==> src/rtl/cpu_pkg.sv <==
// Shared definitions for the 16-bit lab CPU: widths, ALU opcodes, mux selects.
// Used by both the execution unit and the control unit.
package cpu_pkg;

   localparam int unsigned CPU_DW   = 16;
   localparam int unsigned CPU_AW   = 16;
   localparam int unsigned CPU_NREG = 8;
   localparam int unsigned CPU_RAW  = 3;
   localparam int unsigned ALU_OPW  = 4;

   localparam logic [ALU_OPW-1:0] ALU_PASS_B = 4'b0000;
   localparam logic [ALU_OPW-1:0] ALU_PASS_A = 4'b0001;
   localparam logic [ALU_OPW-1:0] ALU_INC    = 4'b0010;
   localparam logic [ALU_OPW-1:0] ALU_DEC    = 4'b0011;
   localparam logic [ALU_OPW-1:0] ALU_ADD    = 4'b0100;
   localparam logic [ALU_OPW-1:0] ALU_SUB    = 4'b0101;
   localparam logic [ALU_OPW-1:0] ALU_SHR    = 4'b0110;
   localparam logic [ALU_OPW-1:0] ALU_SHL    = 4'b0111;
   localparam logic [ALU_OPW-1:0] ALU_AND    = 4'b1000;
   localparam logic [ALU_OPW-1:0] ALU_OR     = 4'b1001;
   localparam logic [ALU_OPW-1:0] ALU_XOR    = 4'b1010;
   localparam logic [ALU_OPW-1:0] ALU_NOT    = 4'b1011;

   localparam logic ADR_PC    = 1'b0;
   localparam logic ADR_REG   = 1'b1;
   localparam logic WB_ALU    = 1'b0;
   localparam logic WB_MEM    = 1'b1;
   localparam logic PCSRC_REL = 1'b0;
   localparam logic PCSRC_REG = 1'b1;

   typedef struct packed {
      logic n;
      logic z;
      logic c;
   } alu_flags_t;

   // Sign-extend an 8-bit branch offset to the datapath width.
   function automatic logic [CPU_DW-1:0] sext8(input logic [7:0] x);
      return {{(CPU_DW-8){x[7]}}, x};
   endfunction

endpackage

==> src/rtl/regfile8x16.sv <==
// Register file: two asynchronous read ports, one synchronous write port.
// Same-cycle read of the write address returns the old contents.
module regfile8x16 #(
   parameter int unsigned DW   = 16,
   parameter int unsigned NREG = 8,
   parameter int unsigned RAW  = 3
) (
   input  logic           clk,
   input  logic           reset,
   input  logic           we,
   input  logic [RAW-1:0] w_adr,
   input  logic [RAW-1:0] r_adr,
   input  logic [RAW-1:0] s_adr,
   input  logic [DW-1:0]  w_data,
   output logic [DW-1:0]  r_data,
   output logic [DW-1:0]  s_data
);

   logic [DW-1:0] regs [NREG];

   always_ff @(posedge clk or posedge reset) begin
      if (reset) begin
         for (int i = 0; i < int'(NREG); i++) regs[i] <= '0;
      end else if (we) begin
         regs[w_adr] <= w_data;
      end
   end

   assign r_data = regs[r_adr];
   assign s_data = regs[s_adr];

endmodule

==> src/rtl/cpu_exec_unit.sv <==
// Execution unit: PC, IR, register file, ALU, write-back and address muxes.
// One control word per clock; flags are combinational and not stored here.
module cpu_exec_unit
   import cpu_pkg::*;
#(
   parameter int unsigned DW   = CPU_DW,
   parameter int unsigned AW   = CPU_AW,
   parameter int unsigned NREG = CPU_NREG
) (
   input  logic          clk,
   input  logic          reset,
   input  logic [2:0]    W_Adr,
   input  logic [2:0]    R_Adr,
   input  logic [2:0]    S_Adr,
   input  logic          adr_sel,
   input  logic          s_sel,
   input  logic          pc_ld,
   input  logic          pc_inc,
   input  logic          pc_sel,
   input  logic          ir_ld,
   input  logic          rw_en,
   input  logic [3:0]    alu_op,
   input  logic [DW-1:0] mem_rdata,
   output logic [AW-1:0] mem_addr,
   output logic [DW-1:0] mem_wdata,
   output logic [DW-1:0] IR,
   output logic [DW-1:0] pc,
   output logic          N,
   output logic          Z,
   output logic          C
);

   logic [DW-1:0] a_op;
   logic [DW-1:0] b_op;
   logic [DW-1:0] alu_res;
   logic [DW:0]   sum;
   logic [DW-1:0] wb_data;
   alu_flags_t    flags;

   regfile8x16 #(
      .DW   (DW),
      .NREG (NREG),
      .RAW  (CPU_RAW)
   ) u_regfile (
      .clk    (clk),
      .reset  (reset),
      .we     (rw_en),
      .w_adr  (W_Adr),
      .r_adr  (R_Adr),
      .s_adr  (S_Adr),
      .w_data (wb_data),
      .r_data (a_op),
      .s_data (b_op)
   );

   // ALU: arithmetic done one bit wider so bit DW is the carry/borrow.
   always_comb begin
      sum     = '0;
      alu_res = '0;
      flags.c = 1'b0;
      case (alu_op)
         ALU_PASS_B: alu_res = b_op;
         ALU_PASS_A: alu_res = a_op;
         ALU_INC: begin
            sum     = {1'b0, b_op} + (DW+1)'(1);
            alu_res = sum[DW-1:0];
            flags.c = sum[DW];
         end
         ALU_DEC: begin
            sum     = {1'b0, b_op} - (DW+1)'(1);
            alu_res = sum[DW-1:0];
            flags.c = sum[DW];
         end
         ALU_ADD: begin
            sum     = {1'b0, a_op} + {1'b0, b_op};
            alu_res = sum[DW-1:0];
            flags.c = sum[DW];
         end
         ALU_SUB: begin
            sum     = {1'b0, a_op} - {1'b0, b_op};
            alu_res = sum[DW-1:0];
            flags.c = sum[DW];
         end
         ALU_SHR: begin
            alu_res = {1'b0, b_op[DW-1:1]};
            flags.c = b_op[0];
         end
         ALU_SHL: begin
            alu_res = {b_op[DW-2:0], 1'b0};
            flags.c = b_op[DW-1];
         end
         ALU_AND: alu_res = a_op & b_op;
         ALU_OR:  alu_res = a_op | b_op;
         ALU_XOR: alu_res = a_op ^ b_op;
         ALU_NOT: alu_res = ~b_op;
         default: alu_res = '0;
      endcase
      flags.n = alu_res[DW-1];
      flags.z = (alu_res == '0);
   end

   assign N = flags.n;
   assign Z = flags.z;
   assign C = flags.c;

   assign wb_data   = (s_sel == WB_MEM) ? mem_rdata : alu_res;
   assign mem_addr  = AW'((adr_sel == ADR_REG) ? a_op : pc);
   assign mem_wdata = b_op;

   // PC: load beats increment; relative target uses the IR held this cycle.
   always_ff @(posedge clk or posedge reset) begin
      if (reset) begin
         pc <= '0;
         IR <= '0;
      end else begin
         if (pc_ld) begin
            pc <= (pc_sel == PCSRC_REG) ? a_op : pc + DW'(sext8(IR[7:0]));
         end else if (pc_inc) begin
            pc <= pc + DW'(1);
         end
         if (ir_ld) IR <= mem_rdata;
      end
   end

endmodule

==> config.mk <==
export PLATFORM = sky130hd
export DESIGN_NAME = cpu_exec_unit
export DESIGN_NICKNAME = d
export VERILOG_FILES = /design/src/rtl/cpu_pkg.sv /design/src/rtl/regfile8x16.sv /design/src/rtl/cpu_exec_unit.sv
export SDC_FILE = /design/constraint.sdc
export NUM_CORES = 1
export LEC_CHECK = 0
export BUFFER_PORTS_ARGS = -buffer_cell sky130_fd_sc_hd__buf_2
export CAP_MARGIN = 20
export CORE_MARGIN = 2
export CORE_UTILIZATION = 55
export CTS_CLUSTER_SIZE = 16
export DETAILED_ROUTE_END_ITERATION = 8
export HOLD_SLACK_MARGIN = 0.12
export PLACE_DENSITY = 0.82
export SYNTH_ARGS = -nofsm -noshare
export SYNTH_HDL_FRONTEND = slang
export SYNTH_SLANG_ARGS = --single-unit
==> constraint.sdc <==
create_clock -name clk -period 8.7 [get_ports clk]
set_input_delay 0.435 -clock clk [delete_from_list [all_inputs] [get_ports clk]]
set_output_delay 0.435 -clock clk [all_outputs]
set_load 0.02 [all_outputs]
# Word-level counts from Yosys, hierarchy flattened
# Cells that the tools add are included.
[totals]
regBits = 160
in_bits = 38
out_inout_bits = 67
elab_cells = 58
[op_classes]
addsub = 6
order_cmp = 4
eq_ne = 11
mux = 16
bitwise = 7
reduce_logical = 4
[ops]
columns = ["cell", "n"]
rows = [
  ["16-bit one-hot mux with 12 select lines", 1],
  ["16-bit two-way mux", 10],
  ["128-bit bitwise mux", 1],
  ["16-bit binary-select mux with 3-bit select", 2],
  ["16-bit demux with 3-bit select", 1],
  ["16-bit by 1-bit adder with 17-bit output (second input constant)", 1],
  ["16-bit by 16-bit adder with 17-bit output", 1],
  ["16-bit by 1-bit subtractor with 17-bit output (second input constant)", 1],
  ["16-bit by 16-bit subtractor with 17-bit output", 1],
  ["16-bit by 1-bit adder with 16-bit output (second input constant)", 1],
  ["16-bit adder", 1],
  ["16-bit AND", 1],
  ["4-bit by 3-bit equality test with 1-bit output (second input constant)", 4],
  ["4-bit equality test (second input constant)", 4],
  ["16-bit zero test", 1],
  ["16-bit inverter", 1],
  ["16-bit bitwise OR", 1],
  ["16-bit XOR", 1],
  ["4-bit greater-or-equal comparator (second input constant)", 3],
  ["3-bit inverter with 4-bit output", 3],
  ["4-bit by 2-bit equality test with 1-bit output (second input constant)", 2],
  ["1-bit one-hot mux with 6 select lines", 1],
  ["4-bit by 1-bit equality test with 1-bit output (second input constant)", 1],
  ["4-bit zero test", 1],
  ["other kinds (3)", 3],
]

# Depth between registers and ports, before layout
# Gate-level depths: netlist (run 1).
[depth]
word_depth = 8
mapped_depth = 20

# Hierarchy
# A second synthesis (run 1) with hierarchy kept.
[hier_totals]
hier_cells = 1282
area_unflattened_um2 = 13726.9
[by_module_without_submodules]
columns = ["module", "n_inst", "cells_each", "area_each_um2", "seq_area_each_um2"]
rows = [
  ["regfile8x16", 1, 396, 7036.7, 3203.1],
  ["cpu_exec_unit", 1, 886, 6690.2, 800.8],
]

# Worst setup path before layout (run 1)
# OpenSTA, ideal clock, no wires.
[synth_path]
path_type = "input -> output"
from = "input R_Adr[2]"
to = "output Z"
t_arrival_ps = 4729
required_time_ps = 8265
path_slack_ps = 3536
cell_stages = 17
path_cell_list = "clkbuf_1 -> clkbuf_1 -> clkbuf_1 -> mux4_2 -> mux2i_1 -> ha_1 -> clkbuf_1 -> inv_1 -> a21oi_1 -> o31ai_1 -> a221oi_1 -> o41ai_1 -> a21oi_1 -> mux2i_1 -> o2111ai_2 -> nor4_1 -> and4b_1"
[synth_between]
elab_chain_cells = 7
word_cells_on_any_way = 11
cone_classes = "add/sub: 2; mux: 4; bitwise: 4; reduce/logical: 1"
[synth_lines]
columns = ["element", "line_no", "rtl"]
rows = [
  ["start: declaration", "cpu_exec_unit.sv:13", "input logic [2:0] R_Adr,"],
  ["3-bit inverter with 4-bit output (not written as such) *", "regfile8x16.sv:29", "assign r_data = regs[r_adr];"],
  ["16-bit binary-select mux with 3-bit select *", "regfile8x16.sv:29", ""],
  ["16-bit two-way mux (not written as such) * (2 in a row)", "regfile8x16.sv:29", ""],
  ["16-bit by 16-bit subtractor with 17-bit output (tied with other cells)", "cpu_exec_unit.sv:80", "sum = {1'b0, a_op} - {1'b0, b_op};"],
  ["16-bit one-hot mux with 12 select lines *", "cpu_exec_unit.sv:61", "case (alu_op)"],
  ["named net N", "cpu_exec_unit.sv:28", "output logic N,"],
  ["16-bit zero test *", "cpu_exec_unit.sv:99", "flags.z = (alu_res == '0);"],
  ["end: declaration", "cpu_exec_unit.sv:29", "output logic Z,"],
]
# Mark *: on every way through the listed nets, which the timed path passes. The rest lies on a longest branch. The select of a mux whose other input is x is not followed.

# Worst setup path after layout (run 1)
[layout_path]
from = "input S_Adr[0]"
to = "output Z"
[layout_between]
elab_chain_cells = 7
word_cells_on_any_way = 14
cone_classes = "add/sub: 4; mux: 4; bitwise: 5; reduce/logical: 1"
[layout_lines]
columns = ["element", "line_no", "rtl"]
rows = [
  ["start: declaration", "cpu_exec_unit.sv:14", "input logic [2:0] S_Adr,"],
  ["3-bit inverter with 4-bit output (not written as such) *", "regfile8x16.sv:30", "assign s_data = regs[s_adr];"],
  ["16-bit binary-select mux with 3-bit select *", "regfile8x16.sv:30", ""],
  ["16-bit two-way mux (not written as such) * (2 in a row)", "regfile8x16.sv:30", ""],
  ["16-bit by 16-bit subtractor with 17-bit output (tied with other cells)", "cpu_exec_unit.sv:80", ""],
  ["16-bit one-hot mux with 12 select lines *", "cpu_exec_unit.sv:61", ""],
  ["16-bit zero test *", "cpu_exec_unit.sv:99", ""],
]
# Mark *: on every way between the ends. The rest lies on a longest branch, timed or not. The select of a mux whose other input is x is not followed.

==> results of run 1 <==
-- cell type report --
type / instances / share of cell area
multi-input combinational: 1163 / 0.588
sequential: 160 / 0.278
inverter: 66 / 0.0176
tap: 319 / 0.0278
clock inverter: 11 / 0.00731
clock buffer: 20 / 0.0324
timing repair buffer: 123 / 0.0484
-- stage by stage --
step / power [uW] / worst slack (ps) / util / std cells / area (um^2)
floorplan: 2860 / 3540 / - / 1481 / 13100
global placement: 3460 / 2830 / 0.586 / 1829 / 13800
detailed placement: 3530 / 2740 / 0.586 / 1829 / 13800
CTS: 4280 / 2730 / 0.611 / 1860 / 14300
global route: 4620 / 2400 / 0.613 / 1862 / 14400
finish: 4350 / 2690 / 0.613 / 1862 / 14400
-- metal layers --
metal	track usage	share of wire	vias to the layer above
li1	-	-	5513
met1	0.454	0.40	5932
met2	0.519	0.45	760
met3	0.0610	0.098	135
met4	0.173	0.053	0
met5	0	0	-
-- registers in the layout, summed over array words and instances, names as in the netlist --
signal / flops
IR: 16
pc: 16
u_regfile.regs: 128
-- Yosys cell counts, types with 9 or more instances --
master | count | area, um^2
nand2_1 | 229 | 860
dfrtp_1 | 160 | 4000
o21ai_0 | 156 | 781
nor2_1 | 86 | 323
ha_1 | 70 | 876
clkbuf_1 | 68 | 255
mux2i_1 | 68 | 681
a21oi_1 | 65 | 325
inv_1 | 60 | 225
mux4_2 | 58 | 1310
xnor2_1 | 34 | 298
nand3_1 | 29 | 145
o21ai_1 | 27 | 135
mux2_2 | 24 | 270
o22ai_1 | 22 | 138
nor3_1 | 20 | 100
o211ai_1 | 20 | 150
o31ai_1 | 19 | 143
a211oi_1 | 18 | 135
nor2b_1 | 17 | 106
xor2_1 | 14 | 123
nand4_1 | 13 | 81.3
nand2b_1 | 12 | 75.1
o221ai_1 | 11 | 96.3
a21o_1 | 10 | 75.1
nor4_1 | 10 | 62.6
buf_1 | 9 | 33.8
o21a_1 | 9 | 67.6
-- logic make-up after synthesis --
family	Yosys count
buffers and inverters	158
XOR/XNOR	48
AO/OA/AOI/OAI	423
flip-flops	160
AND/OR/NAND/NOR	463
adder cells (fa/ha/maj)	73
multiplexers	156
-- cell usage in the layout, fill, tap and decap left out, types with 8 or more instances in the layout --
cell and count:
and3_1 8, o21ai_1 27, o21a_1 9, nor3_1 20, xor2_1 14, a21o_1 10, clkbuf_16 17, o221ai_1 11
nand4_1 13, nor4_1 10, o21ai_0 156, o22ai_1 22, inv_1 59, or3_1 8, mux4_2 58, mux2i_1 68
ha_1 70, dfrtp_1 160, mux2_2 24, xnor2_1 34, o31ai_1 19, nor2b_1 16, a211oi_1 18, o211ai_1 20
and2_1 8, a31oi_1 8, a221oi_1 8, nand2_1 229, nand3_1 29, a22oi_1 8, a21oi_1 65, nor2_1 86
nand2b_1 12, buf_4 17, buf_2 104
-- worst paths after layout --
| check | start | to | slack (ps) | depth (start not counted) |
|---|---|---|---|---|
| hold / removal | reset | u_regfile.regs[101] | 100 | 2 |
| setup / recovery | S_Adr[0] | Z | 2690 | 17 |
| max in group asynchronous | reset | u_regfile.regs[8] | 7360 | 4 |
| min in group clk | mem_rdata[1] | IR[1] | 250 | 3 |
| setup reg to reg | u_regfile.regs[55] | u_regfile.regs[45] | 3610 | 13 |
| hold reg to reg | u_regfile.regs[27] | u_regfile.regs[27] | 510 | 2 |
-- power groups by stage --
stage | Sequential, uW | Combinational [uW] | Clock [uW]
global route | 1240 | 2600 | 779
global placement | 1190 | 2270 | 0
finish | 1220 | 2390 | 745
floorplan | 1180 | 1680 | 0
CTS | 1200 | 2330 | 745
detailed placement | 1210 | 2310 | 0
==> impl_metrics.toml, run 1 <==
[status]
status = "complete, no violations"

[placed_design]
gp_congestion = 0.986
portBuffers = 104
place_hpwl_um = 29700

[setup_path]
path_common_cell = "buf_2"
crit_chain = "buf_2, buf_4, mux4_2, mux2i_1, inv_1, ha_1, or2_2, a221oi_1, o22a_1, a21oi_1, a211oi_1, o22ai_1, a211o_1, or4b_1, nor4_1, and4b_1, buf_2"
required_ps = 8270
worst_path_largest_cell_delay_ps = 600
critPathBufInv = 4
arrival_ps = 5580
slowest_stage = "mux4_2"
endpoint_kind = "output pin"
cp_top_family = "compound AO/OA/AOI/OAI gates"
critical_path_class = "primary input to output pin"
crit_fanout = 33
cp-start-kind = "primary input"

[timing]
fin_crit_sh = 0.691
hold_violations = 0
rsz0062_at_grt = "false"
relSlewSlack = 0.202
tns_ps = 0
max_freq_ghz = 0.166
drv_slew = 0
setup_violations = 0
whs_ps = 97.5
period_minus_slack_ps = 6010
tightest_slew_ps = 1160
clock-skew-final_ps = 19.6

[clock_tree]
clock-root-buffer = "clkbuf_16"
cts_resized = 0
clkLatencyLatePin_ps = 440
cts_hold_buf = 0
cts_tree = "yes"
numCtsBuffers = 17
clk_pin_slew_ps = 60
cts_sinks = 160
cts_buffer_depth = 2
cts-htree-levels = 4
post_cts_buffers = 0

[power]
power.share.clock = 0.171
ir_drop_mv = 0.141
power.switching_uw = 2040
p_int_uw = 2310
seq_power_share = 0.280
p_leak_uw = 0.00641
swShare = 0.469
p_per_area_nw_per_um2 = 303
combinationalPowerShare = 0.549

[floorplanning]
coreArea_um2 = 23500
dieArea_um2 = 25100
placementRows = 56
die_h_um = 159
die_w_um = 159
io_pins = 105
start_util = 0.559

[route]
ant_nets = 0
routed_wl_um = 41700
wire_per_inst_um = 22.4
drt_iter0_markers = 1431
drc = 0
vias_per_cell = 6.63
vias = 12300
drtPass1Iterations = 8

[global_routing]
grt_pass1_wl_um = 64800
track_usage = 0.336
first_global_vias = 11700
overflow = 0
antenna_found_initial = 0
grt_max_degree = 82

[cells_and_area]
n_antenna_cell = 0
nets = 1642
drive_gt1_frac = 0.171
register_area_um2 = 4000
n_fill_cell = 1978
synthToLayoutAreaGrowth_pct = 9.54
multi_input_comb_area_um2 = 8460

[logic_synthesis]
synth_fa_ha_area_frac = 0.0713
ys.flop_type = "dfrtp_1"
synth-simple-area-share = 0.160
muxShareOfSynthArea = 0.181
synth_top_family_by_area = "compound AO/OA/AOI/OAI gates"
ys_ff_latch = 160
synth_edf_count = 0
synth_area_um2 = 13100
yosysSeqAreaShare = 0.305
synthDistinctLibCells = 78
syn-mean-instance-area_um2 = 8.87
synth_nets = 1592
synth_cells = 1481
synth-compound-area-share = 0.200
synth_xor_area_frac = 0.0320
async_flop_share = 1.00
synth_warnings = 0

[min_path]
min_path_type = "primary input to asynchronous set/reset pin"

[run]
cap_violations = 0
(Power assumes the default switching activity.)
==> run 2, diff against run 1 <==
- PLACE_DENSITY: 0.82 -> 0.85
- clock period: 8.7 -> 5.1 ns (I/O delays scaled with it)
==> impl_metrics.toml, run 2 (synthesized netlist as in run 1, its figures left out) <==
[clock_tree]
cts-htree-levels = 4
post_cts_buffers = 0
cts_sinks = 160
cts_buffer_depth = 2
clk_pin_slew_ps = 70
numCtsBuffers = 17
cts_tree = "yes"
clkLatencyLatePin_ps = 440
clock-root-buffer = "clkbuf_16"

[route]
vias_per_cell = 6.72
drtPass1Iterations = 9
vias = 13000
drc = 3
ant_nets = 0
wire_per_inst_um = 23.3
drt_iter0_markers = 1752
routed_wl_um = 44900

[global_routing]
track_usage = 0.357
first_global_vias = 12200
overflow = 0
grt_max_degree = 115
antenna_found_initial = 1
grt_pass1_wl_um = 68400

[cells_and_area]
largest_register_ffs = 128
register_area_um2 = 4000
fin_cells = 1927
n_fill_cell = 1829
fin_area_um2 = 15100
nets = 1706
final_cell_mix = "229 x nand2_1, 160 x dfrtp_1, 155 x o21ai_0"
drive_gt1_frac = 0.203
top_register = "u_regfile.regs"
top_regs = "u_regfile.regs x128, IR x16, pc x16"
multi_input_comb_area_um2 = 8550
synthToLayoutAreaGrowth_pct = 15.2
final_common_cell = "nand2_1"

[setup_path]
crit_chain = "buf_2, buf_4, mux2i_1, a22oi_1, o21ai_0, buf_4, ha_1, o21ai_0, or2_2, a211o_1, a21oi_1, o21a_1, o22ai_1, a211o_1, or4b_1, nor4_2, and4b_1, buf_2"
worst_path_largest_cell_delay_ps = 530
cp-start-kind = "primary input"
crit_fanout = 23
slowest_stage = "or4b_1"
required_ps = 4850
endpoint_kind = "output pin"
critical_path_class = "primary input to output pin"
arrival_ps = 4750

[timing]
drv_slew = 0
tightest_slew_ps = 1120
tns_ps = 0
hold_violations = 0
relSlewSlack = 0.250
max_freq_ghz = 0.200
period_minus_slack_ps = 5010
whs_ps = 130
setup_violations = 0
fin_ws_ps = 90.0
clock-skew-final_ps = 14.1
fin_crit_sh = 0.982

[placed_design]
gp_congestion = 1.00
placed_cell_area_um2 = 14100
pre_cts_ws_ps = 156
portBuffers = 104
place_hpwl_um = 31400
dp_cells = 1877

[floorplanning]
dieArea_um2 = 25100
die_h_um = 159
coreArea_um2 = 23500
start_util = 0.559
placementRows = 56
io_pins = 105
die_w_um = 159

[status]
violations = "DRC"
status = "finished with violations"

[power]
p_per_area_nw_per_um2 = 528
p_leak_uw = 0.00677
ir_drop_mv = 0.243

[run]
cap_violations = 0

[min_path]
min_path_type = "primary input to flop"
-- run 2: changes by cell type in the layout (fill, tap and decap cells not counted), moves of 3 or more --
cell | previous run | this run
bufinv_16 | 1 | 4
mux2i_1 | 68 | 63
mux2i_2 | 2 | 5
buf_4 | 17 | 62
clkbuf_8 | 3 | 0
inv_8 | 0 | 3
a211oi_1 | 18 | 14
a211oi_2 | 0 | 4
dlygate4sd3_1 | 0 | 15
-- run 2: critical path: cells and delay by family --
family	cells	cell delay, ps
multiplexers	1	170
AND/OR/NAND/NOR	4	1310
AO/OA/AOI/OAI	8	1550
buffers and inverters	4	1000
adder cells (fa/ha/maj)	1	450
-- run 2: power by group --
group	internal [uW]	switching [uW]	total, uW
Clock	836	594	1430
Combinational	1770	2650	4430
Sequential	1660	464	2120
-- run 2: area by class of cell --
| type | instances | area share |
|---|---|---|
| well taps | 319 | 0.0264 |
| diodes | 1 | 0.000166 |
| repair buffers | 187 | 0.0834 |
| multi-input cells | 1163 | 0.566 |
| clock buffers | 17 | 0.0281 |
| flip-flops and latches | 160 | 0.265 |
| clock inverters | 14 | 0.0146 |
| inverters | 66 | 0.0167 |
-- run 2: routing by layer --
layer	GRT usage	routed length, um	vias to the layer above
li1	-	-	5651
met1	0.467	17100	6156
met2	0.560	20600	956
met3	0.0716	4840	188
met4	0.195	2410	0
met5	0	0	-
-- run 2: stage by stage --
stage	utilization	total power, uW
floorplan	-	4880
global placement	0.602	6120
detailed placement	0.602	6240
CTS	0.636	7740
global route	0.644	8380
finish	0.644	7980
-- run 2: worst paths after layout --
check | startpoint | end | slack, ps | cells past startpoint
min in group asynchronous | reset | u_regfile.regs[65] | 390 | 3
max reg2reg | u_regfile.regs[4] | u_regfile.regs[108] | 660 | 15
max | R_Adr[2] | Z | 90 | 18
max in group asynchronous | reset | u_regfile.regs[127] | 3690 | 4
min reg2reg | u_regfile.regs[91] | u_regfile.regs[91] | 510 | 2
min | mem_rdata[8] | IR[8] | 130 | 2
-- run 2: repair_timing --
action	in CTS	in global routing
endpoints found under the hold margin	59	1
gates resized for setup	4	17
endpoints found under the setup margin	1	1
hold buffers	14	1
pin swaps	0	1
